### config.mk
export PLATFORM = sky130hd
export DESIGN_NAME = syspll_seq
export DESIGN_NICKNAME = d
export VERILOG_FILES = /design/src/rtl/syspll_seq.sv
export SDC_FILE = /design/constraint.sdc
export NUM_CORES = 1
export LEC_CHECK = 0
export ABC_CLOCK_PERIOD_IN_PS = 4900
export BUFFER_PORTS_ARGS = -buffer_cell sky130_fd_sc_hd__buf_2
export CORE_MARGIN = 4
export CORE_UTILIZATION = 45
export DETAILED_ROUTE_END_ITERATION = 7
export PLACE_DENSITY_LB_ADDON = 0.3
export SYNTH_ARGS = -nofsm -noshare
export SYNTH_HDL_FRONTEND = slang
export SYNTH_SLANG_ARGS = --single-unit
### constraint.sdc
create_clock -name clk -period 4.9 [get_ports clk]
set_input_delay 0 -clock clk [delete_from_list [all_inputs] [get_ports clk]]
set_output_delay 0 -clock clk [all_outputs]
set_load 0.02 [all_outputs]
### src/rtl/syspll_seq.sv
// Reset/lock sequencer for the OCXO system PLL: drives the PLL reset, qualifies lock and
// OCXO activity through synchronizers, retries failed attempts and reports status/counters.
module syspll_seq #(
  parameter int RST_CYCLES    = 64,
  parameter int LOCK_TIMEOUT  = 1000000,
  parameter int STABLE_CYCLES = 1024,
  parameter int ACT_WINDOW    = 256,
  parameter int MAX_RETRY     = 8,
  parameter int SYNC_STAGES   = 2
) (
  input  logic        clk,
  input  logic        rst,
  input  logic        enable,
  input  logic        pll_locked,
  input  logic        ocxo_tick,
  output logic        pll_rst_n,
  output logic        pll_ok,
  output logic        fault,
  output logic [7:0]  retry_cnt,
  output logic [15:0] loss_cnt,
  output logic [2:0]  state
);

  function automatic int max2(input int a, input int b);
    return (a > b) ? a : b;
  endfunction

  localparam int TMAX = max2(max2(RST_CYCLES, LOCK_TIMEOUT), max2(STABLE_CYCLES, ACT_WINDOW));
  localparam int TW   = $clog2(TMAX) + 1;
  localparam logic [TW-1:0] RST_LAST    = TW'(RST_CYCLES - 1);
  localparam logic [TW-1:0] LOCK_LAST   = TW'(LOCK_TIMEOUT - 1);
  localparam logic [TW-1:0] STABLE_LAST = TW'(STABLE_CYCLES - 1);
  localparam logic [TW-1:0] ACT_LAST    = TW'(ACT_WINDOW - 1);
  localparam logic [TW-1:0] T_ZERO      = {TW{1'b0}};
  localparam logic [TW-1:0] T_ONE       = TW'(32'd1);
  localparam logic [7:0]    RETRY_LIMIT = 8'(MAX_RETRY);

  typedef enum logic [2:0] {
    S_IDLE      = 3'd0,
    S_RST_HOLD  = 3'd1,
    S_WAIT_LOCK = 3'd2,
    S_STABILIZE = 3'd3,
    S_LOCKED    = 3'd4,
    S_FAULT     = 3'd5
  } state_e;

  state_e                 state_q, state_d, fail_state;
  logic [TW-1:0]          timer_q, timer_d, timer_inc;
  logic [7:0]             retry_q, retry_d, retry_sat;
  logic [15:0]            loss_q, loss_d, loss_sat;
  logic [SYNC_STAGES-1:0] lock_sync_q, lock_sync_d;
  logic [SYNC_STAGES-1:0] tick_sync_q, tick_sync_d;
  logic                   tick_prev_q, tick_prev_d;
  logic                   pll_rst_n_q, pll_rst_n_d;
  logic                   pll_ok_q, pll_ok_d;
  logic                   fault_q, fault_d;
  logic                   lock_s, tick_s, tick_edge;

  assign lock_s    = lock_sync_q[SYNC_STAGES-1];
  assign tick_s    = tick_sync_q[SYNC_STAGES-1];
  assign tick_edge = tick_s ^ tick_prev_q;

  // Synchronizer shift and tick history
  always_comb begin
    lock_sync_d = {lock_sync_q[SYNC_STAGES-2:0], pll_locked};
    tick_sync_d = {tick_sync_q[SYNC_STAGES-2:0], ocxo_tick};
    tick_prev_d = tick_s;
  end

  // Sequencer next-state, timer, counters and registered output values
  always_comb begin
    state_d   = state_q;
    timer_d   = timer_q;
    retry_d   = retry_q;
    loss_d    = loss_q;
    timer_inc = (timer_q == {TW{1'b1}}) ? timer_q : timer_q + T_ONE;
    retry_sat = (retry_q == 8'hFF) ? retry_q : retry_q + 8'd1;
    loss_sat  = (loss_q == 16'hFFFF) ? loss_q : loss_q + 16'd1;
    fail_state = (retry_sat >= RETRY_LIMIT) ? S_FAULT : S_RST_HOLD;

    if (!enable) begin
      state_d = S_IDLE;
      timer_d = T_ZERO;
      retry_d = 8'd0;
    end else begin
      case (state_q)
        S_IDLE: begin
          state_d = S_RST_HOLD;
          timer_d = T_ZERO;
        end
        S_RST_HOLD: begin
          if (timer_q == RST_LAST) begin
            state_d = S_WAIT_LOCK;
            timer_d = T_ZERO;
          end else begin
            timer_d = timer_inc;
          end
        end
        S_WAIT_LOCK: begin
          if (lock_s) begin
            state_d = S_STABILIZE;
            timer_d = T_ZERO;
          end else if (timer_q == LOCK_LAST) begin
            state_d = fail_state;
            retry_d = retry_sat;
            timer_d = T_ZERO;
          end else begin
            timer_d = timer_inc;
          end
        end
        S_STABILIZE: begin
          if (!lock_s) begin
            state_d = fail_state;
            retry_d = retry_sat;
            timer_d = T_ZERO;
          end else if (timer_q == STABLE_LAST) begin
            state_d = S_LOCKED;
            retry_d = 8'd0;
            timer_d = T_ZERO;
          end else begin
            timer_d = timer_inc;
          end
        end
        // In LOCKED the timer measures cycles since the last OCXO tick edge
        S_LOCKED: begin
          if (!lock_s || (!tick_edge && (timer_q == ACT_LAST))) begin
            state_d = fail_state;
            retry_d = retry_sat;
            loss_d  = loss_sat;
            timer_d = T_ZERO;
          end else if (tick_edge) begin
            timer_d = T_ZERO;
          end else begin
            timer_d = timer_inc;
          end
        end
        S_FAULT: begin
          state_d = S_FAULT;
        end
        default: begin
          state_d = S_IDLE;
          timer_d = T_ZERO;
        end
      endcase
    end

    pll_rst_n_d = (state_d == S_WAIT_LOCK) || (state_d == S_STABILIZE) || (state_d == S_LOCKED);
    pll_ok_d    = (state_d == S_LOCKED);
    fault_d     = (state_d == S_FAULT);
  end

  // State, timer, counter, synchronizer and output registers
  always_ff @(posedge clk) begin
    if (rst) begin
      state_q     <= S_IDLE;
      timer_q     <= T_ZERO;
      retry_q     <= 8'd0;
      loss_q      <= 16'd0;
      lock_sync_q <= {SYNC_STAGES{1'b0}};
      tick_sync_q <= {SYNC_STAGES{1'b0}};
      tick_prev_q <= 1'b0;
      pll_rst_n_q <= 1'b0;
      pll_ok_q    <= 1'b0;
      fault_q     <= 1'b0;
    end else begin
      state_q     <= state_d;
      timer_q     <= timer_d;
      retry_q     <= retry_d;
      loss_q      <= loss_d;
      lock_sync_q <= lock_sync_d;
      tick_sync_q <= tick_sync_d;
      tick_prev_q <= tick_prev_d;
      pll_rst_n_q <= pll_rst_n_d;
      pll_ok_q    <= pll_ok_d;
      fault_q     <= fault_d;
    end
  end

  assign pll_rst_n = pll_rst_n_q;
  assign pll_ok    = pll_ok_q;
  assign fault     = fault_q;
  assign retry_cnt = retry_q;
  assign loss_cnt  = loss_q;
  assign state     = state_q;

endmodule

==> impl_metrics.json, run 1 <==
{
  "multi_input_comb_area_sq_um": 1874,
  "post_synth_inst_count": 380,
  "tritoncts.num_buffers": 5,
  "detail_route.vias_per_cell": 6.118,
  "cts_htree_levels": 2,
  "track_usage_pct": 17.25,
  "dominant_combinational_cell_family_by_area_after_synthesis": "simple AND/OR/NAND/NOR gates",
  "grt_antenna_before_repair": 0,
  "first_global_vias": 2549,
  "path_max_fanout": 19,
  "yosysUniqueCellTypes": 56,
  "synth_xor_xnor_area_share_pct": 4.242,
  "clk_pin_slew_worst_paths_ps": 100,
  "port_buffers": 34,
  "wire_per_inst_um": 14.84,
  "cts_resized": 0,
  "core.rowCount": 29,
  "finalPower_mw": 0.7580,
  "dr.first_iter.drc_count": 171,
  "worst-endpoint-required_ps": 5110,
  "yosysWarnings": 0,
  "seqCellArea_sq_um": 1121,
  "synth-async-reset-ratio_pct": 0,
  "synth_commonest_cells": "sky130_fd_sc_hd__dfxtp_1, sky130_fd_sc_hd__nand2_1, sky130_fd_sc_hd__nor2_1",
  "synth_top_cells_by_area": "sky130_fd_sc_hd__dfxtp_1, sky130_fd_sc_hd__nand2_1, sky130_fd_sc_hd__a31oi_1",
  "start_kind": "flip-flop",
  "synth_top_cell_area_share_pct": 36.20,
  "detail-route-antenna-nets": 0,
  "pwr_density_nw_per_um2": 223.1,
  "min_period_ps": 2903,
  "placedInstanceArea_sq_um": 3281,
  "vdd_ir_drop_max_mv": 0.1127,
  "clock_insertion_delay_worst_skew_ps": 320,
  "final_nets": 412,
  "maximum_number_of_pins_on_one_net_before_global_route_repair": 24,
  "clockBufferDepth": 2,
  "route.final.wire_length_um": 7152,
  "synth.yosys.seq_area_share_pct": 36.20,
  "synth.mux.area_fraction_pct": 1.980,
  "insertedDiodeCount": 0,
  "post_synth_simple_gate_area_pct": 35.03,
  "yosys.cell_count.top_type": "sky130_fd_sc_hd__dfxtp_1",
  "relSlewSlack_pct": 33.33,
  "drcViolationCount": 0,
  "routabilityCongestion": 0.8906,
  "grt_first_pass_wirelength_um": 11790,
  "mappedNetlistArea_sq_um": 3097,
  "result_of_the_run": "finished clean",
  "dieArea_sq_um": 8273,
  "setup.worst_path.class": "reg2reg",
  "dpl.hpwl_um": 5040,
  "grt_setup_unrepaired": "false",
  "worstHoldPathType": "in2reg",
  "global_route.overflow_total": 0,
  "ctsRootBufferMaster": "sky130_fd_sc_hd__clkbuf_8",
  "fill_cells": 604,
  "share_of_final_layout_standard_cells_stronger_than_drive_strength_1_pct": 13.33,
  "number_of_storage_elements_in_the_synthesis_netlist": 56,
  "synth_top_area_cell": "sky130_fd_sc_hd__dfxtp_1",
  "floorplan.core_area_sq_um": 6531,
  "area.growth.synth_to_final_pct": 9.737,
  "chipWidth_um": 90.96,
  "cts_post_setup_buffers_inserted": 0,
  "number_of_nets_in_the_synthesized_netlist": 388,
  "slew_violations": 0,
  "fmaxAchievable_ghz": 0.3445,
  "timing.final.hold_violations": 0,
  "worst_clock_skew_ps": 6.506,
  "first_pass_iters": 5,
  "max_cap_violations": 0,
  "post-route-period-util_pct": 59.24,
  "start_util_pct": 47.41,
  "fin_setup_tns_ps": 0,
  "syn_avg_cell_area_sq_um": 8.149,
  "num_vias": 2949,
  "tritoncts": "done",
  "end_kind": "flip-flop",
  "die-height_um": 90.96,
  "worst_pin_slew_ps": 998.0,
  "boundaryPins": 35,
  "yosys.area_share.adder_pct": 1.212,
  "synth_compound_gate_area_share_pct": 18.06,
  "cp_arrival_ps": 3120,
  "count_of_flip_flops_with_a_built_in_enable_after_synthesis": 0,
  "clock-sinks": 56,
  "power.leakage_nw": 1.246,
  "synthFlopType": "sky130_fd_sc_hd__dfxtp_1",
  "post_route_design_area_sq_um": 3398,
  "setup-violations-final": 0
}
## power by group
part           leakage, nW  total, mW  switching, mW  internal [mW]
Combinational        0.751     0.0316         0.0208         0.0108
Clock               0.0434      0.267          0.152          0.115
Sequential           0.452      0.460        0.00249          0.457
Total                 1.25      0.758          0.175          0.583
## flip-flops by register name, indices dropped and copies added, names as in the netlist
| signal | cells |
|---|---|
| fault | 1 |
| lock_sync_q | 2 |
| loss_cnt | 16 |
| pll_ok | 1 |
| pll_rst_n | 1 |
| retry_cnt | 8 |
| state | 3 |
| tick_prev_q | 1 |
| tick_sync_q | 2 |
| timer_q | 21 |
## layout by cell type (no fill, tap or decap), types with 2 or more instances in the layout
cell                             n
sky130_fd_sc_hd__a41o_1          3
sky130_fd_sc_hd__inv_1           5
sky130_fd_sc_hd__nand4_1        12
sky130_fd_sc_hd__xnor2_1        15
sky130_fd_sc_hd__nor2_1         32
sky130_fd_sc_hd__a31oi_1        21
sky130_fd_sc_hd__o21ai_0        13
sky130_fd_sc_hd__o21ai_1         3
sky130_fd_sc_hd__a41oi_1         3
sky130_fd_sc_hd__nor3_1         13
sky130_fd_sc_hd__dlygate4sd3_1   2
sky130_fd_sc_hd__nor4b_1         3
sky130_fd_sc_hd__ha_1            3
sky130_fd_sc_hd__nand3_1        23
sky130_fd_sc_hd__mux2i_1         5
sky130_fd_sc_hd__and2_1          6
sky130_fd_sc_hd__nand2b_1        7
sky130_fd_sc_hd__o21a_1          2
sky130_fd_sc_hd__or3_1           8
sky130_fd_sc_hd__and3_1         14
sky130_fd_sc_hd__nor3b_1         4
sky130_fd_sc_hd__nor2b_1        11
sky130_fd_sc_hd__nor4_1          8
sky130_fd_sc_hd__a21oi_1        18
sky130_fd_sc_hd__nand4b_1        3
sky130_fd_sc_hd__clkbuf_8        6
sky130_fd_sc_hd__buf_2          34
sky130_fd_sc_hd__clkinvlp_4      2
sky130_fd_sc_hd__nand2_1        40
sky130_fd_sc_hd__o21ba_2         2
sky130_fd_sc_hd__dfxtp_1        56
sky130_fd_sc_hd__and4_1          5
## cell families after synthesis
group,after synthesis
AO/OA/AOI/OAI,80
XOR/XNOR,15
adder cells (fa/ha/maj),3
buffers and inverters,24
flip-flops,56
multiplexers,6
AND/OR/NAND/NOR,196
## layout make-up
type / instances / share of cell area (%)
clock inverter: 2 / 0.4418
timing repair buffer: 36 / 5.596
inverter: 5 / 0.5523
clock buffer: 6 / 2.430
sequential: 56 / 32.99
tap: 77 / 2.835
multi-input combinational: 300 / 55.15
## repair_timing
action	in CTS	in global routing
endpoints found under the hold margin	2	0
endpoints found under the setup margin	0	0
hold buffers	2	0
## path summary, 6_finish.rpt
path	start	end	slack (ps)	cells past startpoint
max	timer_q[16]$_SDFFE_PP0P_	timer_q[0]$_SDFFE_PP0P_	2000	6
min	rst	loss_cnt[1]$_SDFFE_PP0P_	70	2
max reg2reg	timer_q[16]$_SDFFE_PP0P_	timer_q[0]$_SDFFE_PP0P_	2000	6
min reg2reg	tick_sync_q[0]$_SDFF_PP0_	tick_sync_q[1]$_SDFF_PP0_	450	1
## layer usage
| metal | vias up | wire, um | GRT usage (%) |
|---|---|---|---|
| met5 | - | 0 | 0 |
| met4 | 0 | 76 | 5.653 |
| met3 | 6 | 425 | 4.711 |
| met2 | 105 | 3185 | 26.43 |
| met1 | 1377 | 3464 | 23.56 |
| li1 | 1461 | - | - |
## metrics by stage
step | hold slack [ps] | worst slack, ps | instances | utilization, %
final | 74.14 | 1997 | 482 | 52.03
after floorplan | 71.61 | 2497 | 380 | -
after global placement | 225.2 | 2175 | 472 | 50.23
after detailed placement | 226.4 | 2050 | 472 | 50.23
after global routing | 81.78 | 1793 | 482 | 52.03
after CTS | 75.62 | 2024 | 482 | 52.03
## worst max-delay path, stage by stage (launching register included)
cell	delay (ps)
sky130_fd_sc_hd__dfxtp_1	370
sky130_fd_sc_hd__nor4_1	530
sky130_fd_sc_hd__and4b_1	400
sky130_fd_sc_hd__a31oi_1	230
sky130_fd_sc_hd__o41a_1	720
sky130_fd_sc_hd__and2_4	290
sky130_fd_sc_hd__mux2_2	250
(Power assumes the default switching activity.)
==> run 2: changes to the inputs <==
--- a/config.mk
+++ b/config.mk
@@ -5,7 +5,8 @@
 export SDC_FILE = /design/constraint.sdc
 export NUM_CORES = 1
 export LEC_CHECK = 0
-export ABC_CLOCK_PERIOD_IN_PS = 4900
+export ABC_AREA = 1
+export ABC_CLOCK_PERIOD_IN_PS = 2700
 export BUFFER_PORTS_ARGS = -buffer_cell sky130_fd_sc_hd__buf_2
 export CORE_MARGIN = 4
 export CORE_UTILIZATION = 45
==> constraint.sdc (replaced) <==
create_clock -name clk -period 2.7 [get_ports clk]
set_input_delay 0 -clock clk [delete_from_list [all_inputs] [get_ports clk]]
set_output_delay 0 -clock clk [all_outputs]
set_load 0.02 [all_outputs]
==> impl_metrics.json, run 2 <==
{
  "holdWs_ps": 104.7,
  "pwr-share-seq_pct": 61.9,
  "area.growth.synth_to_final_pct": 10.07,
  "pwr-share-clk_pct": 34.7,
  "core.rowCount": 32,
  "fill_cells": 817,
  "clock_insertion_delay_worst_skew_ps": 310,
  "power_switching_share_pct": 23.64,
  "clock-sinks": 56,
  "final_nets": 608,
  "finalNonFillerCells": 703,
  "dpl.hpwl_um": 6540,
  "synthFlopType": "sky130_fd_sc_hd__dfxtp_1",
  "number_of_storage_elements_in_the_synthesis_netlist": 56,
  "setup.worst_path.class": "reg2reg",
  "placed_cells_incl_taps": 692,
  "post-route-period-util_pct": 82.89,
  "slew_violations": 0,
  "start_kind": "flip-flop",
  "detail-route-antenna-nets": 0,
  "yosysWarnings": 0,
  "power.leakage_nw": 1.670,
  "p_comb_share_pct": 3.5,
  "worst_pin_slew_ps": 711.5,
  "worst-endpoint-required_ps": 2970,
  "count_of_flip_flops_with_a_built_in_enable_after_synthesis": 0,
  "insertedDiodeCount": 0,
  "yosysUniqueCellTypes": 34,
  "busiest_layer": "met2",
  "num_vias": 3676,
  "end_kind": "flip-flop",
  "vdd_ir_drop_max_mv": 0.2288,
  "mappedNetlistArea_sq_um": 3591,
  "max_cap_violations": 0,
  "synth_top_cell_area_share_pct": 31.22,
  "p_int_mw": 1.029,
  "route.final.wire_length_um": 8877,
  "share_of_final_layout_standard_cells_stronger_than_drive_strength_1_pct": 13.98,
  "layout.cells.most_common": "sky130_fd_sc_hd__nand2_1",
  "timing.final.hold_violations": 0,
  "grt_first_pass_wirelength_um": 15730,
  "tritoncts.num_buffers": 5,
  "first_pass_iters": 5,
  "fin_setup_tns_ps": 0,
  "worstHoldPathCells": 2,
  "grt_antenna_before_repair": 0,
  "use_met1_pct": 26.13,
  "worst_clock_skew_ps": 13.58,
  "first_global_vias": 3471,
  "use_met3_pct": 3.087,
  "placedInstanceArea_sq_um": 3834,
  "reg2regPathDepth": 11,
  "largest_reg_flops": 21,
  "dieArea_sq_um": 9473,
  "worstHoldPathType": "in2reg",
  "pwr_density_nw_per_um2": 340.9,
  "post_synth_inst_count": 566,
  "dr.first_iter.drc_count": 136,
  "clockBufferDepth": 2,
  "cts_htree_levels": 2,
  "groute.layer.met2.usage_pct": 31.95,
  "grt_setup_unrepaired": "false",
  "path_max_fanout": 17,
  "port_buffers": 34,
  "synth_commonest_cells": "sky130_fd_sc_hd__nand2_1, sky130_fd_sc_hd__nor2_1, sky130_fd_sc_hd__inv_1",
  "die-height_um": 97.33,
  "maximum_number_of_pins_on_one_net_before_global_route_repair": 26,
  "floorplan.core_area_sq_um": 7727,
  "tritoncts": "done",
  "number_of_nets_in_the_synthesized_netlist": 574,
  "fmaxAchievable_ghz": 0.4468,
  "clk_pin_slew_worst_paths_ps": 110,
  "result_of_the_run": "finished clean",
  "cts_post_setup_buffers_inserted": 0,
  "synth.yosys.seq_area_share_pct": 31.22,
  "most-common-layout-cells": "sky130_fd_sc_hd__nand2_1, sky130_fd_sc_hd__nor2_1, sky130_fd_sc_hd__inv_1, sky130_fd_sc_hd__dfxtp_1, sky130_fd_sc_hd__nand3_1",
  "min_period_ps": 2238,
  "yosys.cell_count.top_type": "sky130_fd_sc_hd__nand2_1",
  "track_usage_pct": 19.25,
  "drcViolationCount": 0,
  "syn_avg_cell_area_sq_um": 6.344,
  "synth_top_cells_by_area": "sky130_fd_sc_hd__dfxtp_1, sky130_fd_sc_hd__nand2_1, sky130_fd_sc_hd__nor2_1",
  "synth_top_area_cell": "sky130_fd_sc_hd__dfxtp_1",
  "synth-async-reset-ratio_pct": 0,
  "boundaryPins": 35,
  "detail_route.vias_per_cell": 5.229,
  "start_util_pct": 46.47,
  "cp_arrival_ps": 2500,
  "net-switching-power_mw": 0.3185,
  "finalWorstSetupSlack_ps": 461.8,
  "chipWidth_um": 97.33,
  "finalPower_mw": 1.347,
  "preCtsSetupSlack_ps": 547.7,
  "post_route_design_area_sq_um": 3953,
  "final_design_utilization_pct": 51.15,
  "regMostFlops": "timer_q",
  "ctsRootBufferMaster": "sky130_fd_sc_hd__clkbuf_8",
  "relSlewSlack_pct": 52.52,
  "wire_per_inst_um": 12.63,
  "setup-violations-final": 0,
  "routabilityCongestion": 0.9337,
  "global_route.overflow_total": 0
}
-- run 2: cell count changes in the layout (fill, tap and decap cells not counted), sizes merged, moves of 20 or more --
cell / change
nand2: +136
a31oi: -20
nor2: +41
nand3: +25
inv: +62
a21oi: +26
-- run 2: final timing paths --
path | startpoint | end | slack [ps]
min reg2reg | tick_sync_q[0]$_SDFF_PP0_ | tick_sync_q[1]$_SDFF_PP0_ | 420
max | timer_q[0]$_SDFFE_PP0P_ | timer_q[11]$_SDFFE_PP0P_ | 460
min | rst | tick_sync_q[1]$_SDFF_PP0_ | 100
max reg2reg | timer_q[0]$_SDFFE_PP0P_ | timer_q[11]$_SDFFE_PP0P_ | 460
-- run 2: cell type report --
type,count,area [sq um],area share [%]
Clock inverter,2,16.27,0.4115
Sequential cell,56,1121,28.36
Tap cell,102,127.6,3.229
Timing Repair Buffer,39,215.2,5.445
Clock buffer,6,72.57,1.836
Inverter,69,260.3,6.584
Multi-Input combinational cell,429,2140,54.13
-- run 2: cell families (layout without fill, tap and decap cells) --
group,after synthesis,after routing,synth area share [%]
DFF,56,56,31.22
AOI/OAI and AO/OA,59,59,9.338
and+or+nand+nor,340,340,42.58
buffers and inverters,81,116,9.198
adders and majority gates,3,3,1.045
xor gates and xnor gates,26,26,6.342
muxes,1,1,0.2788
-- run 2: routing by layer --
layer  routed length [um]  part of all wire, %
met4                  117                  1.3
met2                 4072                   46
met3                  490                  5.5
met5                    0                    0
met1                 4196                   47
-- run 2: power by group through the flow --
stage          clock network (mW)  logic, mW  registers (mW)
5_1_grt                     0.520     0.0531           0.835
3_5_place_dp                    0     0.0440           0.853
3_3_place_gp                    0     0.0436           0.853
2_1_floorplan                   0     0.0291           0.853
4_1_cts                     0.483     0.0474           0.834
6_report                    0.467     0.0468           0.833
-- run 2: critical path: stages, from the launching register on --
cell and delay (ps):
sky130_fd_sc_hd__dfxtp_1 430, sky130_fd_sc_hd__ha_1 310, sky130_fd_sc_hd__nand3_2 170, sky130_fd_sc_hd__nor2_2 270, sky130_fd_sc_hd__nand3_2 370, sky130_fd_sc_hd__nand2_1 280
sky130_fd_sc_hd__nand3_1 90, sky130_fd_sc_hd__nand2_1 60, sky130_fd_sc_hd__inv_1 30, sky130_fd_sc_hd__nand4_1 60, sky130_fd_sc_hd__nand2_1 50, sky130_fd_sc_hd__inv_1 50
-- run 2: timing repair --
action | CTS | global route
hold buffers | 3 | 0
endpoints found under the hold margin | 4 | 0
resized for setup | 0 | 0
setup endpoints to repair | 0 | 0
